**src/rtl/pipe_hazard_ctrl_if.sv**
```systemverilog
// Control bundle between the 5-stage pipeline and its sequencing controller.
// The pipeline drives hazard observations; the controller returns enables, flushes and counters.
interface pipe_hazard_ctrl_if #(
  parameter int CNT_W = 16
);
  logic             id_valid;
  logic [2:0]       id_rs;
  logic [2:0]       id_rt;
  logic             id_rs_used;
  logic             id_rt_used;
  logic             id_dump;
  logic             ex_load;
  logic             ex_regwrite;
  logic [2:0]       ex_dst;
  logic             ex_redirect;
  logic             imem_stall;
  logic             dmem_stall;

  logic             pc_en;
  logic             ifid_en;
  logic             idex_en;
  logic             exmem_en;
  logic             memwb_en;
  logic             ifid_flush;
  logic             idex_flush;
  logic             halted;
  logic [CNT_W-1:0] stall_cnt;
  logic [CNT_W-1:0] flush_cnt;

  modport master (
    output id_valid, id_rs, id_rt, id_rs_used, id_rt_used, id_dump,
           ex_load, ex_regwrite, ex_dst, ex_redirect, imem_stall, dmem_stall,
    input  pc_en, ifid_en, idex_en, exmem_en, memwb_en,
           ifid_flush, idex_flush, halted, stall_cnt, flush_cnt
  );

  modport slave (
    input  id_valid, id_rs, id_rt, id_rs_used, id_rt_used, id_dump,
           ex_load, ex_regwrite, ex_dst, ex_redirect, imem_stall, dmem_stall,
    output pc_en, ifid_en, idex_en, exmem_en, memwb_en,
           ifid_flush, idex_flush, halted, stall_cnt, flush_cnt
  );
endinterface

```
**src/rtl/pipe_hazard_ctrl.sv**
```systemverilog
// Pipeline sequencing controller: load-use stalls, redirects, memory stalls and halt/drain,
// plus saturating stall/redirect counters. Enables and flushes are combinational (zero latency).
module pipe_hazard_ctrl #(
  parameter int DRAIN_CYCLES = 3,
  parameter int CNT_W        = 16
) (
  input  logic                clk,
  input  logic                rst,
  pipe_hazard_ctrl_if.slave   bus
);
  localparam int DW = $clog2(DRAIN_CYCLES + 1);

  typedef enum logic [1:0] {S_RUN, S_DRAIN, S_HALTED} state_t;

  state_t           r_state;
  state_t           w_state_nxt;
  logic [DW-1:0]    r_drain;
  logic [DW-1:0]    w_drain_nxt;
  logic [CNT_W-1:0] r_stall_cnt;
  logic [CNT_W-1:0] r_flush_cnt;
  logic             w_lu;
  logic             w_stall_inc;
  logic             w_flush_inc;
  logic [4:0]       w_en;     // {pc, ifid, idex, exmem, memwb}
  logic [1:0]       w_flush;  // {ifid, idex}
  logic             w_halted;

  assign w_lu = bus.id_valid & bus.ex_load & bus.ex_regwrite &
                ((bus.id_rs_used & (bus.id_rs == bus.ex_dst)) |
                 (bus.id_rt_used & (bus.id_rt == bus.ex_dst)));

  always_comb begin
    // NOTE: every output gets a default first so no path through the case infers a latch.
    w_en        = '1;
    w_flush     = '0;
    w_halted    = 1'b0;
    w_state_nxt = r_state;
    w_drain_nxt = r_drain;
    w_stall_inc = 1'b0;
    w_flush_inc = 1'b0;

    // While reset is held the pipeline registers clear in parallel, so leave everything enabled.
    if (rst) begin
      unique case (r_state)
        S_RUN: begin
          if (bus.dmem_stall) begin
            w_en        = '0;
            w_stall_inc = 1'b1;
          end else if (bus.ex_redirect) begin
            w_flush     = 2'b11;
            w_flush_inc = 1'b1;
          end else if (w_lu) begin
            w_en[4:3]   = 2'b00;
            w_flush[0]  = 1'b1;
            w_stall_inc = 1'b1;
          end else if (bus.imem_stall) begin
            w_en[4]     = 1'b0;
            w_flush[1]  = 1'b1;
            w_stall_inc = 1'b1;
          end else if (bus.id_valid && bus.id_dump) begin
            w_en[4]     = 1'b0;
            w_flush[1]  = 1'b1;
            w_state_nxt = S_DRAIN;
            w_drain_nxt = '0;
          end
        end
        S_DRAIN: begin
          w_en[4]    = 1'b0;
          w_flush[1] = 1'b1;
          if (bus.dmem_stall) begin
            w_en = '0;
          end else begin
            w_drain_nxt = r_drain + DW'(1);
            if (w_drain_nxt == DW'(DRAIN_CYCLES)) w_state_nxt = S_HALTED;
          end
        end
        S_HALTED: begin
          w_en     = '0;
          w_halted = 1'b1;
        end
        default: w_state_nxt = S_RUN;
      endcase
    end
  end

  always_ff @(posedge clk) begin
    // NOTE: state is updated with non-blocking assignments so all registers see pre-edge values.
    if (!rst) begin
      r_state     <= S_RUN;
      r_drain     <= '0;
      r_stall_cnt <= '0;
      r_flush_cnt <= '0;
    end else begin
      r_state <= w_state_nxt;
      r_drain <= w_drain_nxt;
      if (w_stall_inc && !(&r_stall_cnt)) r_stall_cnt <= r_stall_cnt + CNT_W'(1);
      if (w_flush_inc && !(&r_flush_cnt)) r_flush_cnt <= r_flush_cnt + CNT_W'(1);
    end
  end

  assign bus.pc_en      = w_en[4];
  assign bus.ifid_en    = w_en[3];
  assign bus.idex_en    = w_en[2];
  assign bus.exmem_en   = w_en[1];
  assign bus.memwb_en   = w_en[0];
  assign bus.ifid_flush = w_flush[1];
  assign bus.idex_flush = w_flush[0];
  assign bus.halted     = w_halted;
  assign bus.stall_cnt  = r_stall_cnt;
  assign bus.flush_cnt  = r_flush_cnt;
endmodule
```
**src/flat_wrapper.sv**
```systemverilog
// flat-port wrapper written by rule: the top's interface ports become plain ports
module pipe_hazard_ctrl_flat 
#(
  parameter int DRAIN_CYCLES = 3,
  parameter int CNT_W        = 16
)
  (clk, rst, bus_id_valid, bus_id_rs, bus_id_rt, bus_id_rs_used, bus_id_rt_used, bus_id_dump, bus_ex_load, bus_ex_regwrite, bus_ex_dst, bus_ex_redirect, bus_imem_stall, bus_dmem_stall, bus_pc_en, bus_ifid_en, bus_idex_en, bus_exmem_en, bus_memwb_en, bus_ifid_flush, bus_idex_flush, bus_halted, bus_stall_cnt, bus_flush_cnt);
  pipe_hazard_ctrl_if #(.CNT_W(CNT_W)) bus_i ();
  input  logic clk;
  input  logic rst;
  input wire logic [$bits(bus_i.id_valid)-1:0] bus_id_valid;
  input wire logic [$bits(bus_i.id_rs)-1:0] bus_id_rs;
  input wire logic [$bits(bus_i.id_rt)-1:0] bus_id_rt;
  input wire logic [$bits(bus_i.id_rs_used)-1:0] bus_id_rs_used;
  input wire logic [$bits(bus_i.id_rt_used)-1:0] bus_id_rt_used;
  input wire logic [$bits(bus_i.id_dump)-1:0] bus_id_dump;
  input wire logic [$bits(bus_i.ex_load)-1:0] bus_ex_load;
  input wire logic [$bits(bus_i.ex_regwrite)-1:0] bus_ex_regwrite;
  input wire logic [$bits(bus_i.ex_dst)-1:0] bus_ex_dst;
  input wire logic [$bits(bus_i.ex_redirect)-1:0] bus_ex_redirect;
  input wire logic [$bits(bus_i.imem_stall)-1:0] bus_imem_stall;
  input wire logic [$bits(bus_i.dmem_stall)-1:0] bus_dmem_stall;
  output wire logic [$bits(bus_i.pc_en)-1:0] bus_pc_en;
  output wire logic [$bits(bus_i.ifid_en)-1:0] bus_ifid_en;
  output wire logic [$bits(bus_i.idex_en)-1:0] bus_idex_en;
  output wire logic [$bits(bus_i.exmem_en)-1:0] bus_exmem_en;
  output wire logic [$bits(bus_i.memwb_en)-1:0] bus_memwb_en;
  output wire logic [$bits(bus_i.ifid_flush)-1:0] bus_ifid_flush;
  output wire logic [$bits(bus_i.idex_flush)-1:0] bus_idex_flush;
  output wire logic [$bits(bus_i.halted)-1:0] bus_halted;
  output wire logic [$bits(bus_i.stall_cnt)-1:0] bus_stall_cnt;
  output wire logic [$bits(bus_i.flush_cnt)-1:0] bus_flush_cnt;
  assign bus_i.id_valid = bus_id_valid;
  assign bus_i.id_rs = bus_id_rs;
  assign bus_i.id_rt = bus_id_rt;
  assign bus_i.id_rs_used = bus_id_rs_used;
  assign bus_i.id_rt_used = bus_id_rt_used;
  assign bus_i.id_dump = bus_id_dump;
  assign bus_i.ex_load = bus_ex_load;
  assign bus_i.ex_regwrite = bus_ex_regwrite;
  assign bus_i.ex_dst = bus_ex_dst;
  assign bus_i.ex_redirect = bus_ex_redirect;
  assign bus_i.imem_stall = bus_imem_stall;
  assign bus_i.dmem_stall = bus_dmem_stall;
  assign bus_pc_en = bus_i.pc_en;
  assign bus_ifid_en = bus_i.ifid_en;
  assign bus_idex_en = bus_i.idex_en;
  assign bus_exmem_en = bus_i.exmem_en;
  assign bus_memwb_en = bus_i.memwb_en;
  assign bus_ifid_flush = bus_i.ifid_flush;
  assign bus_idex_flush = bus_i.idex_flush;
  assign bus_halted = bus_i.halted;
  assign bus_stall_cnt = bus_i.stall_cnt;
  assign bus_flush_cnt = bus_i.flush_cnt;
  pipe_hazard_ctrl #(.DRAIN_CYCLES(DRAIN_CYCLES), .CNT_W(CNT_W)) u_core (.clk(clk), .rst(rst), .bus(bus_i));
endmodule
```
**config.mk**
```make
export PLATFORM = sky130hd
export DESIGN_NAME = pipe_hazard_ctrl_flat
export DESIGN_NICKNAME = d
export VERILOG_FILES = /design/src/rtl/pipe_hazard_ctrl_if.sv /design/src/rtl/pipe_hazard_ctrl.sv /design/src/flat_wrapper.sv
export SDC_FILE = /design/constraint.sdc
export NUM_CORES = 1
export LEC_CHECK = 0
export ABC_AREA = 1
export ABC_CLOCK_PERIOD_IN_PS = 3500
export BUFFER_PORTS_ARGS = -buffer_cell sky130_fd_sc_hd__buf_2
export CAP_MARGIN = 15
export CORE_MARGIN = 3
export CORE_UTILIZATION = 57
export CTS_BUF_LIST = sky130_fd_sc_hd__clkbuf_4 sky130_fd_sc_hd__clkbuf_8 sky130_fd_sc_hd__clkbuf_16
export CTS_CLUSTER_DIAMETER = 40
export DETAILED_ROUTE_END_ITERATION = 6
export GPL_TIMING_DRIVEN = 0
export PLACE_DENSITY_LB_ADDON = 0.3
export SLEW_MARGIN = 15
export SYNTH_ARGS = -nofsm -noshare
export SYNTH_HDL_FRONTEND = slang
export SYNTH_SLANG_ARGS = --single-unit
```
**constraint.sdc**
```tcl
create_clock -name clk -period 3.5 [get_ports clk]
set_clock_uncertainty 0.05 [all_clocks]
set_input_delay 0.175 -clock clk [delete_from_list [all_inputs] [get_ports clk]]
set_output_delay 0.175 -clock clk [all_outputs]
set_load 0.005 [all_outputs]
```
### After elaboration in Yosys (flattened, before gate mapping)

Index checks and enable logic that the tools add are counted.

| cells by class | value |
|---|---|
| add/sub/neg operators | 3 |
| order comparisons | 0 |
| multiply operators | 0 |
| div/mod/pow operators | 0 |
| reductions and logical operators | 11 |
| shifts and indexed selects | 0 |
| equality and inequality tests | 12 |
| bitwise operators | 7 |
| mux-type cells | 46 |

Operators by type and width:

| cell | number |
|---|---|
| $mux 2 | 18 |
| $add 16x1->16 const B | 2 |
| $reduce_and 16->1 | 2 |
| $mux 1 | 21 |
| $pmux 5 s3 | 1 |
| $ne 2x2->1 const B | 5 |
| $reduce_and 8->1 | 1 |
| $reduce_and 7->1 | 1 |
| $eq 3x3->1 | 2 |
| $pmux 2 s3 | 1 |
| $and 1x1->1 | 5 |
| $mux 5 | 1 |
| $eq 2x2->1 const B | 2 |
| $mux 4 | 1 |
| $ne 2x1->1 const B | 2 |
| $pmux 2 s2 | 1 |
| $logic_and 1x1->1 | 3 |
| $mux 3 | 1 |
| $add 2x1->2 const B | 1 |
| $eq 2x1->1 const B | 1 |
| $logic_not 1->1 | 2 |
| $logic_not 2->1 | 1 |
| $pmux 1 s2 | 1 |
| $reduce_bool 2->1 | 1 |
| 2 further kinds | 2 |

| storage, ports and cells | value |
|---|---|
| output and inout bits | 40 |
| RAM bits | 0 |
| register bits after elaboration | 36 |
| memories kept | 0 |
| word-level logic and storage cells | 83 |
| input bits | 20 |
| memory bits (read-only) | 0 |
| latch bits | 0 |

### Longest topological paths before layout

| logic depth | value |
|---|---|
| depth after elaboration | 10 |
| mapped depth | 15 |
| gate-level depth less buffers | 14 |

### Worst setup path after synthesis

No wires, ideal clock.

| timing | value |
|---|---|
| kind | flip-flop to flip-flop |
| start point | register u_core.r_state[1] |
| end point | register u_core.r_state[0] |
| stages on the path, launching flop included | 9 |
| required time | 3331 ps |
| library setup time | 119 ps |
| slack | 1737 ps |
| period minus slack after synthesis | 1763 ps |
| data arrival time | 1593 ps |
| path through | dfxtp_1 > inv_1 > ha_1 > buf_4 > or2_2 > a211oi_1 > inv_1 > o21ai_0 > a21oi_1 |

| on the way | value |
|---|---|
| elaborated cells between the ends (all ways) | 13 |
| classes of those cells | eq/ne (9); mux (1); bitwise (1); reduce/logical (2) |

RTL lines:

| item | line | RTL |
|---|---|---|
| start, declared | pipe_hazard_ctrl.sv:15 | `state_t r_state;` |
| start signal, assigned | pipe_hazard_ctrl.sv:94 | `r_state <= w_state_nxt;` |
| $eq 2x2->1 (tied with other cells) | pipe_hazard_ctrl.sv:44 | `unique case (r_state)` |
| $pmux 2 s3 (*) | pipe_hazard_ctrl.sv:44 |  |
| via u_core.w_state_nxt[0] | pipe_hazard_ctrl.sv:16 | `state_t w_state_nxt;` |

The timed path passes the listed nets; every way through them passes the cells marked *.
A chain may end at the register's enable or synchronous reset.

### Worst setup path after layout

| timing | value |
|---|---|
| start point | register u_core.r_state[0] |
| end point | register u_core.r_flush_cnt[4], in the netlist u_core.bus.flush_cnt[4] |

| on the way | value |
|---|---|
| longest elaborated chain between the ends | 4 |

Ends and longest elaborated chain:

| item | line | RTL |
|---|---|---|
| $logic_not 2->1 | pipe_hazard_ctrl.sv:44 |  |
| $mux 1 | pipe_hazard_ctrl.sv:44 |  |
| $mux 1 | pipe_hazard_ctrl.sv:43 | `if (rst) begin` |
| $logic_and 1x1->1 | pipe_hazard_ctrl.sv:97 | `if (w_flush_inc && !(&r_flush_cnt)) r_flush_cnt <= r_flush_cnt + CNT_W'(1);` |
| end signal, assigned | pipe_hazard_ctrl.sv:97 |  |
| end, declared | pipe_hazard_ctrl.sv:20 | `logic [CNT_W-1:0] r_flush_cnt;` |

No other way between the ends.

==> results.sh <==
export IMPL_portBuffers=59
export IMPL_min_period_ns=2.02
export IMPL_placed_area_sq_um=2740
export IMPL_grt_pass1_wl_mm=9.83
export IMPL_synthesis_area_sq_um=2380
export IMPL_clkTransAtPathRegs_ns=0.08
export IMPL_synth_top_family_by_area="simple AND/OR/NAND/NOR gates"
export IMPL_drt_first_iter_violations=187
export IMPL_synth_compound_area_frac=0.0824
export IMPL_crit_cells=11
export IMPL_drt_vias_per_instance=5.16
export IMPL_min_path_type="input port to flop"
export IMPL_die_y_um=70.7
export IMPL_synthSimpleGateAreaFrac=0.412
export IMPL_holdWs_ns=0.118
export IMPL_status="complete, no violations"
export IMPL_drive_above_1_share=0.192
export IMPL_seq_area_frac_synth=0.302
export IMPL_cp_end_kind="flop"
export IMPL_dp_hpwl_mm=4.39
export IMPL_grt_setup_unrepaired="false"
export IMPL_crit_fanout=10
export IMPL_fmax_ghz=0.495
export IMPL_numCtsBuffers=5
export IMPL_critPathKind="flop to flop"
export IMPL_rows=22
export IMPL_ir_drop_mv=0.191
export IMPL_setup_viol=0
export IMPL_grt_overflow=0
export IMPL_num_vias=2617
export IMPL_synthesis_nets=419
export IMPL_start_kind="flop"
export IMPL_fin_util=0.740
export IMPL_seq_area_sq_um=721
export IMPL_cts_tree="done"
export IMPL_ys_types=32
export IMPL_holdPathStages=3
export IMPL_n_fill_cell=343
export IMPL_ant_nets=0
export IMPL_core_area_sq_um=3850
export IMPL_maxSlewHeadroom=0.678
export IMPL_worstPathArrival_ns=2.15
export IMPL_r2r_cells=11
export IMPL_drv_cap=0
export IMPL_synthMuxAreaShare=0
export IMPL_fin_cells=507
export IMPL_drcViolationCount=0
export IMPL_h_tree_depth=2
export IMPL_cts_setup_buffers=0
export IMPL_grt_pass1_vias=2348
export IMPL_wl_mm=5.76
export IMPL_start_util=0.619
export IMPL_fin_tns_setup_ns=0
export IMPL_worst_slew_pin_slew_ns=0.484
export IMPL_grt_start_max_net_pins=13
export IMPL_yosysWarnings=0
export IMPL_power_density_nw_per_um2=316
export IMPL_reg2reg_to="u_core.bus.flush_cnt[4]$_SDFFE_PN0P_"
export IMPL_synth_async_sr_flop_share=0
export IMPL_worstPathCellList="inv_1 -> ha_1 -> buf_4 -> nand3_1 -> nor2_1 -> nand2_1 -> buf_4 -> nor2_1 -> nand2_1 -> o21ai_0 -> a21oi_1"
export IMPL_dp_cells=499
export IMPL_syn_avg_cell_area_sq_um=6.08
export IMPL_gp_congestion=0.868
export IMPL_clockRootBuffer="clkbuf_8"
export IMPL_yosys_most_used_dff="dfxtp_1"
export IMPL_drt_pass1_iterations=4
export IMPL_insertedDiodeCount=0
export IMPL_hold_viol=0
export IMPL_min_period_over_period=0.577
export IMPL_clk_path_buf_depth=2
export IMPL_holdBufCountCts=0
export IMPL_fin_area_sq_um=2850
export IMPL_final_cell_mix="nand2_1 (106), inv_1 (66), buf_2 (61)"
export IMPL_synth_seq_cells=36
export IMPL_syn_to_final_growth_pct=19.6
export IMPL_path_buf_inv=3
export IMPL_critPathMaxStageDelay_ns=0.35
export IMPL_synth_edf_count=0
export IMPL_p_leak_nw=1.44
export IMPL_critPathSlowestCell="dfxtp_1"
export IMPL_multi_input_area_sq_um=1320
export IMPL_rr_startpoint="u_core.r_state[0]$_SDFFE_PN0P_"
export IMPL_synthXorXnorAreaFrac=0.0220
export IMPL_io_pins=60
export IMPL_synth_fa_ha_area_frac=0.0367
export IMPL_antenna_found_initial=0
export IMPL_final_common_cell="nand2_1"
export IMPL_clk_insertion_delay_late_ns=0.29
export IMPL_cp_top_family="simple AND/OR/NAND/NOR gates"
export IMPL_avgRoutedWirePerCell_um=11.4
export IMPL_final_max_slew_viol_count=0
export IMPL_die_x_um=70.7
export IMPL_crit_path_start="u_core.r_state[0]$_SDFFE_PN0P_"
export IMPL_final_nets=485
export IMPL_synth_cells=392
export IMPL_grt_util_all_layers=0.237
export IMPL_clock_sinks=36
export IMPL_dieArea_sq_um=4990
export IMPL_endpoint="u_core.bus.flush_cnt[4]$_SDFFE_PN0P_"
export IMPL_rrSetupSlack_ns=1.48
export IMPL_post_cts_resized=0
export IMPL_crit_required_ns=3.63
[worst min-delay path by stage]
stage,from,end,slack [ns]
2_1_floorplan,rst,u_core.r_state[0]$_SDFFE_PN0P_,0.26
3_3_place_gp,u_core.r_drain[0]$_SDFFE_PN0P_,u_core.r_drain[0]$_SDFFE_PN0P_,0.40
3_5_place_dp,u_core.r_drain[0]$_SDFFE_PN0P_,u_core.r_drain[0]$_SDFFE_PN0P_,0.41
4_1_cts,rst,u_core.r_state[0]$_SDFFE_PN0P_,0.11
5_1_grt,rst,u_core.r_state[0]$_SDFFE_PN0P_,0.14
6_report,rst,u_core.r_state[0]$_SDFFE_PN0P_,0.12
[worst reg2reg max path: cells and delay by family, from the launching register on]
kind                     cells  cell delay (ns)
flip-flops                   1             0.35
AO/OA/AOI/OAI                2             0.22
buffers and inverters        3             0.45
adder cells (fa/ha/maj)      1             0.16
AND/OR/NAND/NOR              5             0.68
[cell usage after synthesis, types with 5 or more instances]
cell      count  share of area
a21oi_1      19          0.040
buf_4         5          0.016
clkbuf_1      5         0.0079
dfxtp_1      36           0.30
ha_1          7          0.037
inv_1        66           0.10
nand2_1     106           0.17
nand3_1      28          0.059
nand4_1      21          0.055
nor2_1       46          0.072
nor3_1        6          0.013
o21ai_0      13          0.027
[layer usage]
metal / global-route usage / routed length, um
met5: 0 / 0
met4: 0.0710 / 62
met3: 0.0440 / 368
met2: 0.401 / 2740
met1: 0.307 / 2590
[state kept, by name (all words and copies together), names as in the netlist]
name                  count
u_core.bus.flush_cnt     16
u_core.bus.stall_cnt     16
u_core.r_drain            2
u_core.r_state            2
[through the flow]
step	total power, mW	setup slack [ns]
after detailed placement	0.539	1.52
after global routing	0.933	1.31
after CTS	0.904	1.50
final	0.902	1.48
after global placement	0.536	1.59
after floorplan	0.500	1.74
[power by group]
| group | internal [mW] | switching, mW | leakage (nW) |
|---|---|---|---|
| Clock | 0.211 | 0.160 | 0.0541 |
| Combinational | 0.0425 | 0.0676 | 1.10 |
| Sequential | 0.414 | 0.00621 | 0.291 |
[cell families (layout without fill, tap and decap cells)]
kind of cell,after synthesis,in the layout
compound gates,37,37
flops,36,36
fa+ha+maj,7,7
buf+inv,84,151
simple gates,222,222
xor+xnor,6,6
[final cells by class]
type	instances	share of cell area
buffer	13	0.0272
tap	48	0.0211
multi-input combinational	272	0.463
sequential	36	0.253
timing repair buffer	59	0.104
clock inverter	3	0.0149
clock buffer	5	0.0241
inverter	71	0.0935
(Power assumes the default switching activity.)
